==> src/rtl/mfm_pll.sv <==
// mfm_pll: digital PLL / data separator for a 2 us MFM read stream.
// Tracks cell phase and period from flux pulses; emits a cell strobe, the cell's data bit and a lock flag.
module mfm_pll #(
    parameter int CELL_TICKS = 32,
    parameter int PER_TOL    = 3,
    parameter int LOCK_TOL   = 2,
    parameter int LOCK_COUNT = 8,
    parameter int MISS_CELLS = 4
) (
    input  logic clk_k,
    input  logic rst,
    input  logic clk_id,
    input  logic din,
    output logic cout,
    output logic dout,
    output logic lck
);
    localparam int GW = $clog2(LOCK_COUNT + 1);
    localparam int MW = $clog2(MISS_CELLS + 1);
    localparam logic [5:0]        PER_NOM = 6'(CELL_TICKS);
    localparam logic [5:0]        PER_MIN = 6'(CELL_TICKS - PER_TOL);
    localparam logic [5:0]        PER_MAX = 6'(CELL_TICKS + PER_TOL);
    localparam logic signed [7:0] HALF    = 8'(CELL_TICKS / 2);
    localparam logic [7:0]        TOL     = 8'(LOCK_TOL);

    logic          clk_id_q;
    logic [2:0]    din_sync;
    logic [5:0]    cnt, period;
    logic          hit;
    logic [GW-1:0] good_cnt;
    logic [MW-1:0] miss_cnt;

    logic              tick, pulse_evt, wrap;
    logic signed [7:0] err, base, adj;
    logic [7:0]        err_abs;
    logic [5:0]        cnt_fix, last;

    assign tick      = clk_id & ~clk_id_q;
    assign pulse_evt = din_sync[1] & ~din_sync[2];
    assign last      = period - 6'd1;
    // >= rather than == so a period shrink below the current count still wraps
    assign wrap      = tick & (cnt >= last);
    assign err       = $signed({2'b00, cnt}) - HALF;
    assign err_abs   = err[7] ? $unsigned(-err) : $unsigned(err);
    assign base      = wrap ? 8'sd0 : $signed({2'b00, cnt + {5'd0, tick}});
    assign adj       = base - (err >>> 2);

    always_comb begin
        cnt_fix = adj[5:0];
        if (adj[7])
            cnt_fix = 6'd0;
        else if (adj > $signed({2'b00, last}))
            cnt_fix = last;
    end

    always_ff @(posedge clk_k) begin
        if (rst) begin
            clk_id_q <= 1'b0;
            din_sync <= '0;
            cnt      <= '0;
            period   <= PER_NOM;
            hit      <= 1'b0;
            good_cnt <= '0;
            miss_cnt <= '0;
            cout     <= 1'b0;
            dout     <= 1'b0;
            lck      <= 1'b0;
        end else begin
            clk_id_q <= clk_id;
            din_sync <= {din_sync[1:0], din};
            cout     <= wrap;

            if (pulse_evt)
                cnt <= cnt_fix;
            else if (wrap)
                cnt <= '0;
            else if (tick)
                cnt <= cnt + 6'd1;

            // an event on the wrap cycle already belongs to the new cell
            if (wrap) begin
                dout <= hit;
                hit  <= pulse_evt;
            end else if (pulse_evt) begin
                hit <= 1'b1;
            end

            if (pulse_evt) begin
                if (err > 0 && period < PER_MAX)
                    period <= period + 6'd1;
                else if (err < 0 && period > PER_MIN)
                    period <= period - 6'd1;
                if (err_abs <= TOL) begin
                    if (good_cnt < GW'(LOCK_COUNT))
                        good_cnt <= good_cnt + GW'(1);
                    if (good_cnt >= GW'(LOCK_COUNT - 1))
                        lck <= 1'b1;
                end else begin
                    good_cnt <= '0;
                    lck      <= 1'b0;
                end
            end

            // a dropout outranks a good edge landing on the same cycle
            if (wrap) begin
                if (hit) begin
                    miss_cnt <= '0;
                end else begin
                    if (miss_cnt < MW'(MISS_CELLS))
                        miss_cnt <= miss_cnt + MW'(1);
                    if (miss_cnt >= MW'(MISS_CELLS - 1)) begin
                        lck      <= 1'b0;
                        good_cnt <= '0;
                    end
                end
            end
        end
    end
endmodule

==> config.mk <==
export PLATFORM = sky130hd
export DESIGN_NAME = mfm_pll
export DESIGN_NICKNAME = d
export VERILOG_FILES = /design/src/rtl/mfm_pll.sv
export SDC_FILE = /design/constraint.sdc
export NUM_CORES = 1
export LEC_CHECK = 0
export CAP_MARGIN = 20
export CORE_ASPECT_RATIO = 0.8
export CORE_UTILIZATION = 40
export CTS_BUF_LIST = sky130_fd_sc_hd__clkbuf_2 sky130_fd_sc_hd__clkbuf_4 sky130_fd_sc_hd__clkbuf_8
export DETAILED_ROUTE_END_ITERATION = 10
export GPL_ROUTABILITY_DRIVEN = 0
export GPL_TIMING_DRIVEN = 0
export PLACE_DENSITY_LB_ADDON = 0.12
export SETUP_SLACK_MARGIN = 0.5
export SYNTH_ARGS = -nofsm -noshare
export SYNTH_HDL_FRONTEND = slang
export SYNTH_SLANG_ARGS = --single-unit
export TNS_END_PERCENT = 100
==> constraint.sdc <==
create_clock -name clk_k -period 6.71 [get_ports clk_k]
set_input_delay 2.013 -clock clk_k [delete_from_list [all_inputs] [get_ports clk_k]]
set_output_delay 2.013 -clock clk_k [all_outputs]
set_load 0.01 [all_outputs]
==> metrics <==
status finished clean; worst clock skew 0.00439 ns; CTS tree yes; top cells by area, synth dfxtp_1, ha_1, xnor2_1; MaxCap Viol Count 0; vias in the first global route 1,941; Finished Layout Cells 386; most frequent cells in the layout nor2_1, ha_1, dfxtp_1; area leader, netlist dfxtp_1; Hold WC Path Type register to register; critical path type input pin to register; CP startpoint kind input pin; syn_nets 320; DRC violations left 0; commonest non-fill, non-tap cell in the layout nor2_1; synth unique cells 68; setup TNS 0 ns; PortBufs 6; Synth async-reset ratio 0%; largest net degree at the start of global routing 17; CP max stage cell or4bb_1; Slowest Stage Delay on Critical Path 0.52 ns; Fin. Hold Viols 0; M3 GR Usage 3.85%; post-synthesis sequential area ratio 22.7%; Filler Cell Count 586; relative slew slack 51.3%; DRT iter0 DRCs 99; Clock Latency Late Sink 0.28 ns; CTS Buf Count 3; Die Span X 88.2 um; clock-pin slew on the worst setup and hold paths 0.10 ns; Site Rows 24; Syn Inst Count 287; die area 0.00626 sq mm; placed wire-length estimate 4.51 mm; Final Util 48.7%; vias 2,089; Critical path buffers and inverters 3; Final period util 86.5%; minimum clock period 5.80 ns; initial antenna violation count 0; Top Usage Layer GRT met1; Final Max Slew Viols 0; CTS sink cnt 27; Leak 1.09 nW; power density of the placed cells 295 mW/mm^2; Yosys warning count 0; top_reg_cell synth dfxtp_1; GR Layer Usage met1 31.2%; n_diodes 0; critical path, cell by cell dlymetal6s2s_1, or2b_4, clkbuf_8, a21oi_2, o211ai_2, o21a_4, buf_6, and2_1, ha_1, nor2b_2, o211ai_1, nand3b_1, a21oi_2, xor2_2, ha_4, nand2_1, a21oi_1, mux2i_1, o211ai_1, o21a_2, or4bb_1, o311ai_2; Detail Route Antenna Nets 0; area share of the largest cell type after synthesis 22.7%; Routed WL per cell 15.3 um; CORE AREA 0.00559 sq mm; maximum fanout along the worst path 10; io pins 7; Via density 5.41; layout cell share with drive strength beyond 1 17.2%; area of the multi-input gates 0.00171 sq mm; crit end category register; Mapped Area 0.00238 sq mm; drt pass-1 iters 4; H-tree Lvls 1; clk buf depth 2; register area 541 sq um; CP required 6.90 ns; Area Overhead vs Synth 14.3%; Final Setup Violations 0; hold buffers post-CTS 0; grt met2 use 28.9%; All-Layer GR Usage 20.1%; WL final 5.90 mm; initial core utilization 42.6%; final hold slack 0.450 ns; EDFF count, synth 0; Worst-Margin Slew 0.730 ns; nets@finish 342; delay-heaviest family, CP compound AO/OA/AOI/OAI gates; placed insts 371; first-pass GRT wire length 9.68 mm; total gr overflow 0; Max IR drop VDD 0.000154 V; syn avg cell area 8.29 sq um; Worst EP arrival 5.99 ns; die height 71.0 um; Root Driver clkbuf_8; RSZ-0062 raised after global routing false; Tot Pwr 0.000802 W; FMAX 172 MHz; FF+latch count, synth 27
[report_power, final]
part | leakage (nW) | total (W) | switching [W] | internal [W]
sequential | 0.220 | 0.000202 | 0.0000250 | 0.000177
combinational | 0.847 | 0.000503 | 0.000277 | 0.000226
clock | 0.0217 | 0.0000974 | 0.0000552 | 0.0000422
[path summary, 6_finish.rpt]
kind,startpoint,end,depth (start not counted),slack (ns)
max,clk_id,cnt[2],22,0.91
min,din_sync[0],din_sync[1],1,0.45
max reg2reg,period[0],cnt[2],25,1.13
min reg2reg,din_sync[0],din_sync[1],1,0.45
[state kept, by name (all words and copies together), names as in the netlist]
register / flops
clk_id_q: 1
hit: 1
period: 6
cnt: 6
cout: 1
miss_cnt: 3
lck: 1
dout: 1
good_cnt: 4
din_sync: 3
[area by class of cell]
class	count	share of cell area, %
Timing Repair Buffer	17	5.34
Clock buffer	3	1.52
Sequential cell	27	19.9
Clock inverter	1	0.276
Tap cell	78	3.59
Multi-Input combinational cell	230	62.9
Inverter	19	2.62
Buffer	11	3.87
[logic make-up after synthesis]
kind of cell | after synthesis | synth area share (%)
XOR/XNOR | 20 | 8.00
AO/OA/AOI/OAI | 72 | 20.5
multiplexers | 2 | 0.894
AND/OR/NAND/NOR | 103 | 23.3
buffers and inverters | 30 | 7.15
adder cells (fa/ha/maj) | 33 | 17.4
flip-flops | 27 | 22.7
[timing repair]
| item | 4_1_cts | 5_1_grt |
|---|---|---|
| gates resized for setup | 7 | 7 |
| setup buffers | 7 | 4 |
| setup endpoints to repair | 6 | 6 |
| pin swaps | 9 | 10 |
[stage by stage]
step | setup WS, ns | cell area (sq um)
global route | 0.628 | 2720
CTS | 0.505 | 2660
finish | 0.906 | 2720
detailed placement | -0.0477 | 2540
global placement | -0.00950 | 2540
floorplan | 0.986 | 2380
[layer usage]
metal / wire, um / share of wire (%)
met5: 0 / 0
met4: 44 / 0.75
met3: 334 / 5.7
met2: 2420 / 41
met1: 3110 / 53
[cell usage after synthesis (all sizes together), types with 4 or more instances]
| master | count |
|---|---|
| o211ai | 4 |
| ha | 28 |
| inv | 19 |
| nor3 | 7 |
| o21ai | 17 |
| nor2b | 8 |
| nand2b | 4 |
| nor2 | 30 |
| maj3 | 4 |
| dfxtp | 27 |
| xnor2 | 15 |
| nand2 | 20 |
| a21oi | 21 |
| buf | 7 |
| o311ai | 4 |
| xor2 | 5 |
| o31ai | 5 |
| nand3 | 9 |
| or3 | 5 |
(Power assumes the default switching activity.)
